## src/rtl/bcd_window_scroller.sv

```systemverilog
// rtl/bcd_window_scroller.sv - scrolling WIN_DIGITS window over a packed BCD word, button driven
// SCROLL_WRAP_EN: window offset wraps at both ends instead of saturating.

module bcd_window_scroller_debounce #(
    parameter int DEBOUNCE_CYCLES = 16
) (
    input  logic clk,
    input  logic rst,
    input  logic raw,
    output logic press
);
    typedef enum logic [1:0] {IDLE, PRESS_WAIT, HELD, RELEASE_WAIT} db_state_t;

    localparam int CNT_W = $clog2(DEBOUNCE_CYCLES + 1);
    localparam logic [CNT_W-1:0] CNT_LAST = CNT_W'(DEBOUNCE_CYCLES - 1);
    localparam logic [CNT_W-1:0] CNT_ONE  = CNT_W'(1);

    logic [1:0]       sync;
    logic             s_btn;
    db_state_t        state;
    logic [CNT_W-1:0] cnt;

    assign s_btn = sync[1];

    // The sample that brings cnt to DEBOUNCE_CYCLES is the one that commits the transition.
    always_ff @(posedge clk or posedge rst) begin
        if (rst) begin
            sync  <= 2'b00;
            state <= IDLE;
            cnt   <= '0;
            press <= 1'b0;
        end else begin
            sync  <= {sync[0], raw};
            press <= 1'b0;
            case (state)
                IDLE: begin
                    if (s_btn) begin
                        state <= PRESS_WAIT;
                        cnt   <= CNT_ONE;
                    end
                end
                PRESS_WAIT: begin
                    if (!s_btn) begin
                        state <= IDLE;
                        cnt   <= '0;
                    end else if (cnt == CNT_LAST) begin
                        state <= HELD;
                        cnt   <= cnt + CNT_ONE;
                        press <= 1'b1;
                    end else begin
                        cnt <= cnt + CNT_ONE;
                    end
                end
                HELD: begin
                    if (!s_btn) begin
                        state <= RELEASE_WAIT;
                        cnt   <= CNT_ONE;
                    end
                end
                RELEASE_WAIT: begin
                    if (s_btn) begin
                        state <= HELD;
                        cnt   <= '0;
                    end else if (cnt == CNT_LAST) begin
                        state <= IDLE;
                        cnt   <= cnt + CNT_ONE;
                    end else begin
                        cnt <= cnt + CNT_ONE;
                    end
                end
                default: begin
                    state <= IDLE;
                    cnt   <= '0;
                end
            endcase
        end
    end
endmodule

module bcd_window_scroller #(
    parameter int NUM_DIGITS      = 5,
    parameter int WIN_DIGITS      = 3,
    parameter int DEBOUNCE_CYCLES = 16,
    parameter int POS_W           = (NUM_DIGITS - WIN_DIGITS > 0) ?
                                    $clog2(NUM_DIGITS - WIN_DIGITS + 1) : 1
) (
    input  logic                    clk,
    input  logic                    rst,
    input  logic [4*NUM_DIGITS-1:0] bcd,
    input  logic                    BTNL,
    input  logic                    BTNR,
    output logic [4*WIN_DIGITS-1:0] window_digits,
    output logic [POS_W-1:0]        window_pos,
    output logic                    more_left,
    output logic                    more_right
);
    localparam int MAX_POS = NUM_DIGITS - WIN_DIGITS;
    localparam logic [POS_W-1:0] MAX_P   = POS_W'(MAX_POS);
    localparam logic [POS_W-1:0] POS_ONE = POS_W'(1);

    logic                    press_l;
    logic                    press_r;
    logic [POS_W-1:0]        pos_next;
    logic                    more_left_next;
    logic                    more_right_next;
    logic [4*NUM_DIGITS-1:0] shifted;

    bcd_window_scroller_debounce #(.DEBOUNCE_CYCLES(DEBOUNCE_CYCLES)) u_db_left (
        .clk   (clk),
        .rst   (rst),
        .raw   (BTNL),
        .press (press_l)
    );

    bcd_window_scroller_debounce #(.DEBOUNCE_CYCLES(DEBOUNCE_CYCLES)) u_db_right (
        .clk   (clk),
        .rst   (rst),
        .raw   (BTNR),
        .press (press_r)
    );

    // Simultaneous left and right pulses cancel; both are consumed.
    always_comb begin
        pos_next = window_pos;
        if (MAX_POS > 0) begin
            if (press_l && !press_r) begin
                if (window_pos == MAX_P) begin
`ifdef SCROLL_WRAP_EN
                    pos_next = '0;
`else
                    pos_next = MAX_P;
`endif
                end else begin
                    pos_next = window_pos + POS_ONE;
                end
            end else if (press_r && !press_l) begin
                if (window_pos == '0) begin
`ifdef SCROLL_WRAP_EN
                    pos_next = MAX_P;
`else
                    pos_next = '0;
`endif
                end else begin
                    pos_next = window_pos - POS_ONE;
                end
            end
        end
    end

    always_comb begin
`ifdef SCROLL_WRAP_EN
        more_left_next  = (MAX_POS > 0);
        more_right_next = (MAX_POS > 0);
`else
        more_left_next  = (pos_next != MAX_P);
        more_right_next = (pos_next != '0);
`endif
    end

    assign shifted = bcd >> {window_pos, 2'b00};

    always_ff @(posedge clk or posedge rst) begin
        if (rst) begin
            window_pos    <= '0;
            window_digits <= '0;
            more_left     <= (MAX_POS > 0);
            more_right    <= 1'b0;
        end else begin
            window_pos    <= pos_next;
            window_digits <= shifted[4*WIN_DIGITS-1:0];
            more_left     <= more_left_next;
            more_right    <= more_right_next;
        end
    end
endmodule

```

## config.mk

```make
export PLATFORM = sky130hd
export DESIGN_NAME = bcd_window_scroller
export DESIGN_NICKNAME = d
export VERILOG_FILES = /design/src/rtl/bcd_window_scroller.sv
export SDC_FILE = /design/constraint.sdc
export NUM_CORES = 1
export LEC_CHECK = 0
export CORE_MARGIN = 3
export CORE_UTILIZATION = 46
export CTS_BUF_LIST = sky130_fd_sc_hd__clkbuf_2 sky130_fd_sc_hd__clkbuf_4 sky130_fd_sc_hd__clkbuf_8
export DETAILED_ROUTE_END_ITERATION = 6
export PLACE_DENSITY = 0.85
export SLEW_MARGIN = 25
export SYNTH_ARGS = -nofsm -noshare
export SYNTH_HDL_FRONTEND = slang
export SYNTH_SLANG_ARGS = --single-unit
```

## constraint.sdc

```tcl
create_clock -name clk -period 1.8 [get_ports clk]
set_clock_uncertainty 0.05 [all_clocks]
set_input_delay 0.36 -clock clk [delete_from_list [all_inputs] [get_ports clk]]
set_output_delay 0.36 -clock clk [all_outputs]
set_load 0.05 [all_outputs]
```

# [Yosys cells after proc, flatten, opt, wreduce, memory -nomap -nowiden]
# Cells that the tools add are included.
[classes] add_sub_neg=4 eq_ne=18 shift=1 mux=34 reduce_logical=12
[op_table] op="2-to-1 mux 5 bit" n=8
[op_table] op="one-hot mux 5 bit (4 select lines)" n=2
[op_table] op="2-to-1 mux 2 bit" n=16
[op_table] op="right shift 20 x 4 -> 12 bit" n=1
[op_table] op="one-hot mux 2 bit (4 select lines)" n=2
[op_table] op="adder 5 x 1 -> 5 bit (second input constant)" n=2
[op_table] op="equality test 2 bit (second input constant)" n=5
[op_table] op="equality test 5 x 4 -> 1 bit (second input constant)" n=2
[op_table] op="AND reduction 4 bit" n=2
[op_table] op="zero test 2 bit" n=3
[op_table] op="2-to-1 mux 1 bit" n=6
[op_table] op="inequality test 2 bit (second input constant)" n=3
[op_table] op="inequality test 3 x 1 -> 1 bit (second input constant)" n=2
[op_table] op="inequality test 3 bit (second input constant)" n=2
[op_table] op="equality test 2 x 1 -> 1 bit (second input constant)" n=2
[op_table] op="inequality test 2 x 1 -> 1 bit (second input constant)" n=2
[op_table] op="AND reduction 2 bit" n=2
[op_table] op="adder 2 x 1 -> 2 bit (second input constant)" n=1
[op_table] op="logical AND 1 bit" n=2
[op_table] op="zero test 1 bit" n=2
[op_table] op="nonzero test 2 bit" n=1
[op_table] op="subtractor 2 x 1 -> 2 bit (second input constant)" n=1
[totals] ff_bits=36 inputBits=24 out_inout_bits=16 wordCells=81

# [Logic depth before layout (Yosys ltp)]
[logic_depth] ltp_word=5 ltp_mapped=7 depth_no_buf=5

# [Modules after synthesis]
# From an unflattened synthesis, not the netlist that was laid out.
[unflattened] cells_unflattened=141 hier_area_um2=1699.1
[modules_own_cells] module="bcd_window_scroller_debounce" n_inst=2 cells_each=38 area_per_inst_um2=441.7 seq_area_each_um2=250.2
[modules_own_cells] module="bcd_window_scroller" n_inst=1 cells_each=65 area_per_inst_um2=815.8 seq_area_each_um2=401.6

# [Least setup slack after synthesis]
# Ideal clock, no wire load.
[synth_path] path_kind="reg2reg" from="reg window_pos[0]" to="reg window_pos[0]" setup_time_ns=0.123 arrival_ns=1.990 setup_slack_ns=-0.363 path_stages_with_launch=8 n_path_buf=2 period_less_slack_ns=2.163 path_cell_list="dfrtp_1 > buf_2 > buf_2 > inv_1 > ha_1 > or3b_2 > o211ai_1 > inv_1"
[synth_between] elab_chain_len=4 elab_cells_between_ends=8
[synth_lines] element="start, declared" line="93" text="output logic [POS_W-1:0] window_pos,"
[synth_lines] element="start signal, assigned" line="169" text="window_pos <= pos_next;"
[synth_lines] element="subtractor 2 x 1 -> 2 bit / zero test 2 bit (equally long branches)" line="144, 137"
[synth_lines] element="2-to-1 mux 2 bit" line="137" text="if (window_pos == '0) begin"
[synth_lines] element="2-to-1 mux 2 bit" line="136" text="end else if (press_r && !press_l) begin"
[synth_lines] element="2-to-1 mux 2 bit (*)" line="126" text="if (press_l && !press_r) begin"
[synth_lines] element="named net pos_next[0]" line="103" text="logic [POS_W-1:0] pos_next;"
# The timed path passes the listed nets; every way through them passes the cells marked *.
# A chain may end at the register's enable or synchronous reset.

==> flow_results.xml <==
<?xml version="1.0" encoding="UTF-8"?>
<metrics>
  <group name="clock_network">
    <metric name="cts_htree_levels" unit="">2</metric>
    <metric name="cts_resizes" unit="">0</metric>
    <metric name="post_cts_buffers" unit="">0</metric>
    <metric name="cts-buffers-inserted" unit="">5</metric>
    <metric name="clk_path_buf_depth" unit="">2</metric>
    <metric name="hold_fix_buffers_cts" unit="">0</metric>
    <metric name="worst_setup_hold_path_clk_slew" unit="ns">0.11</metric>
    <metric name="tritoncts" unit="">yes</metric>
    <metric name="tritoncts_num_sinks" unit="">36</metric>
    <metric name="clkLatencyLatePin" unit="ns">0.34</metric>
    <metric name="cts_root_buf" unit="">clkbuf_4</metric>
  </group>
  <group name="critical_path">
    <metric name="timing.setup.critical_path_class" unit="">reg2reg</metric>
    <metric name="arrival_time_at_the_worst_endpoint" unit="ns">1.81</metric>
    <metric name="r2r_start" unit="">u_db_left.cnt[0]$_DFFE_PP0P_</metric>
    <metric name="startpoint_type" unit="">register</metric>
    <metric name="worstRegToRegCells" unit="">5</metric>
    <metric name="sort_of_element_at_the_end_of_the_critical_path" unit="">register</metric>
    <metric name="reg2reg_slack" unit="ns">0.17</metric>
    <metric name="crit_fanout" unit="">3</metric>
    <metric name="cp.required" unit="ns">1.98</metric>
    <metric name="startpoint_of_the_worst_setup_timing_path" unit="">u_db_left.cnt[0]$_DFFE_PP0P_</metric>
  </group>
  <group name="pwr">
    <metric name="power.leakage" unit="nW">0.9764</metric>
    <metric name="power_density" unit="mW/mm²">773.8</metric>
    <metric name="final_total_pwr" unit="mW">1.714</metric>
    <metric name="worst_ir_drop_vdd" unit="V">0.0005392</metric>
  </group>
  <group name="yosys">
    <metric name="async_flop_share" unit="%">100.0</metric>
    <metric name="yosys_warnings" unit="">0</metric>
    <metric name="syn_area_per_cell" unit="µm²">11.92</metric>
    <metric name="netlist_area" unit="mm²">0.001669</metric>
    <metric name="synthesized_instance_count" unit="">140</metric>
    <metric name="part_of_the_yosys_area_used_for_sequential_elements" unit="%">54.05</metric>
    <metric name="postSynthNetCount" unit="">171</metric>
    <metric name="yosys.cell_types.count" unit="">34</metric>
    <metric name="ys_top_cells_by_area" unit="">dfrtp_1, mux4_2, ha_1</metric>
    <metric name="ys_ff_latch" unit="">36</metric>
    <metric name="synthDominantAreaCellType" unit="">dfrtp_1</metric>
    <metric name="ys.flop_type" unit="">dfrtp_1</metric>
    <metric name="synth-edff-count" unit="">0</metric>
    <metric name="synth_top_cell_area_share" unit="%">52.47</metric>
  </group>
  <group name="flow_run">
    <metric name="cap_violations" unit="">0</metric>
  </group>
  <group name="floorplanning">
    <metric name="design.portCount" unit="">40</metric>
    <metric name="core_area" unit="mm²">0.003416</metric>
    <metric name="fp.dieW" unit="µm">66.24</metric>
    <metric name="design.die.area" unit="mm²">0.004387</metric>
    <metric name="placement_rows" unit="">21</metric>
    <metric name="die_h" unit="µm">66.24</metric>
    <metric name="initial_utilization" unit="%">48.86</metric>
  </group>
  <group name="drt">
    <metric name="vias_per_cell" unit="">5.283</metric>
    <metric name="vias" unit="">1215</metric>
    <metric name="detail_route.wirelength" unit="µm">3276</metric>
    <metric name="drt-initial-drc-count" unit="">29</metric>
    <metric name="drc" unit="">0</metric>
    <metric name="first_pass_iters" unit="">4</metric>
    <metric name="avgRoutedWirePerCell" unit="µm">14.24</metric>
    <metric name="ant_nets" unit="">0</metric>
  </group>
  <group name="layout">
    <metric name="post-route-cell-area" unit="mm²">0.002215</metric>
    <metric name="final_net_count" unit="">214</metric>
    <metric name="final-instance-count-excl-fill" unit="">230</metric>
    <metric name="ff_latch_area" unit="µm²">904.6</metric>
    <metric name="finalCoreUtilization" unit="%">64.84</metric>
    <metric name="multiInputGateArea" unit="µm²">711.9</metric>
    <metric name="filler_cell_count" unit="">263</metric>
    <metric name="antenna-diode-count" unit="">0</metric>
    <metric name="syn2layout_area_growth" unit="%">32.68</metric>
    <metric name="drive_above_1_share" unit="%">21.74</metric>
  </group>
  <group name="global_routing">
    <metric name="grt_start_max_net_pins" unit="">37</metric>
    <metric name="gr-total-overflow" unit="">0</metric>
    <metric name="first_pass_grt_wire_length" unit="µm">5609</metric>
    <metric name="grt_use_total" unit="%">17.45</metric>
    <metric name="vias_in_the_first_global_route" unit="">1265</metric>
    <metric name="antenna_violations_before_repair" unit="">0</metric>
  </group>
  <group name="sta">
    <metric name="rsz0062_at_grt" unit="">no</metric>
    <metric name="finalCritPeriodShare" unit="%">90.34</metric>
    <metric name="timing.setup.tns" unit="ns">0</metric>
    <metric name="hold_viol_final" unit="">0</metric>
    <metric name="slew_headroom" unit="%">68.49</metric>
    <metric name="drv_slew" unit="">0</metric>
    <metric name="finalCriticalPeriod" unit="ns">1.626</metric>
    <metric name="timing.final.ws_setup" unit="ns">0.1739</metric>
    <metric name="number_of_failing_setup_endpoints_in_the_final_timing_report" unit="">0</metric>
    <metric name="worst_pin_slew" unit="ns">0.4692</metric>
    <metric name="max_freq" unit="MHz">615.0</metric>
    <metric name="holdWs" unit="ns">0.3076</metric>
  </group>
  <group name="place">
    <metric name="dpl_worst_slack" unit="ns">0.1897</metric>
    <metric name="io_buffers" unit="">39</metric>
    <metric name="placed_cell_area" unit="mm²">0.002120</metric>
    <metric name="numPlacedInstances" unit="">222</metric>
    <metric name="dp.final_hpwl" unit="µm">2471</metric>
    <metric name="finalWeightedCongestion" unit="">0.8451</metric>
  </group>
  <group name="hold_path">
    <metric name="worstHoldPathType" unit="">in2async</metric>
  </group>
  <group name="run_status">
    <metric name="result_of_the_run" unit="">finished, final reports clean</metric>
  </group>
</metrics>
## synth_stat cells, types with 2 or more instances
master / n
a21oi_1: 7
xnor2_1: 2
o211ai_1: 2
mux4_2: 4
and3_1: 2
mux2_2: 2
nand2_1: 14
o21ai_0: 8
nor3b_1: 2
inv_1: 6
nor2b_1: 5
nand3b_1: 4
or3b_2: 2
o22ai_1: 2
xor2_1: 4
nor2_1: 3
ha_1: 7
buf_2: 3
nand3_1: 4
dfrtp_1: 35
mux2i_1: 5
nand2b_1: 2
a211oi_1: 4
## worst max path at each step
stage,endpoint,slack (ns),cells past startpoint
after floorplan,window_pos[0]$_DFF_PP0_,0.04,7
after global placement,register,0.25,5
after detailed placement,register,0.19,5
after CTS,register,0.17,5
after global routing,register,0.13,5
final,register,0.17,5
## layout make-up
class | count | share of cell area, %
clock buffers | 7 | 2.938
clock inverters | 1 | 1.356
inverters | 6 | 1.017
multi-input cells | 92 | 32.15
flip-flops and latches | 36 | 40.85
well taps | 46 | 2.599
repair buffers | 42 | 19.10
## registers in the layout, indices dropped and copies added (netlist names), named ones only
| register | flops |
|---|---|
| more_right | 1 |
| u_db_left.cnt | 5 |
| u_db_right.cnt | 5 |
| u_db_right.sync | 2 |
| u_db_left.state | 1 |
| u_db_left.press | 1 |
| u_db_right.press | 1 |
| more_left | 1 |
| u_db_right.state | 1 |
| window_digits | 12 |
| window_pos | 2 |
| u_db_left.sync | 2 |
## worst max-delay path, cell delays in order (launching register included)
cell and delay [ns]:
dfrtp_1 0.42, ha_1 0.24, and3_1 0.18, ha_1 0.19, nand2_1 0.10, mux2_2 0.34
## logic make-up (layout without fill, tap and decap cells)
kind of cell / count (synthesis) / count (layout) / synth area share [%]
xor+xnor: 7 / 7 / 4.123
mux: 11 / 11 / 9.745
buf+inv: 12 / 56 / 3.598
simple gates: 41 / 41 / 13.79
fa+ha+maj: 7 / 7 / 5.247
compound gates: 26 / 26 / 9.445
flops: 36 / 36 / 54.05
## cells in the final DEF (no fill, tap or decap), types with 2 or more instances in the layout
master           Yosys  layout
a211oi_1             4       4
a21oi_1              7       7
and3_1               2       2
buf_12               0       4
buf_4                1      15
clkbuf_4             0       5
clkbuf_8             0       2
clkdlybuf4s50_1      0      23
dfrtp_1             35      33
dfrtp_2              0       2
ha_1                 7       7
inv_1                6       6
mux2_2               2       2
mux2i_1              5       5
mux4_2               4       4
nand2_1             14      14
nand2b_1             2       2
nand3_1              4       4
nand3b_1             4       4
nor2_1               3       3
nor2b_1              5       5
nor3b_1              2       2
o211ai_1             2       2
o21ai_0              8       8
o22ai_1              2       2
or3b_4               0       2
xnor2_1              2       2
xor2_1               4       4
## power breakdown
part           total [mW]  switching [mW]  internal [mW]
clock               0.632           0.263          0.369
combinational       0.214           0.113          0.101
sequential          0.868          0.0265          0.842
total                1.71           0.402           1.31
## per-layer routing
| metal | GRT usage [%] | routed length, µm | vias to the layer above |
|---|---|---|---|
| met1 | 20.09 | 1331 | 582 |
| met5 | 0 | 0 | - |
| met3 | 5.102 | 264 | 7 |
| li1 | - | - | 580 |
| met4 | 9.137 | 74 | 0 |
| met2 | 29.12 | 1606 | 46 |
Power figures use the tool's default switching activity.
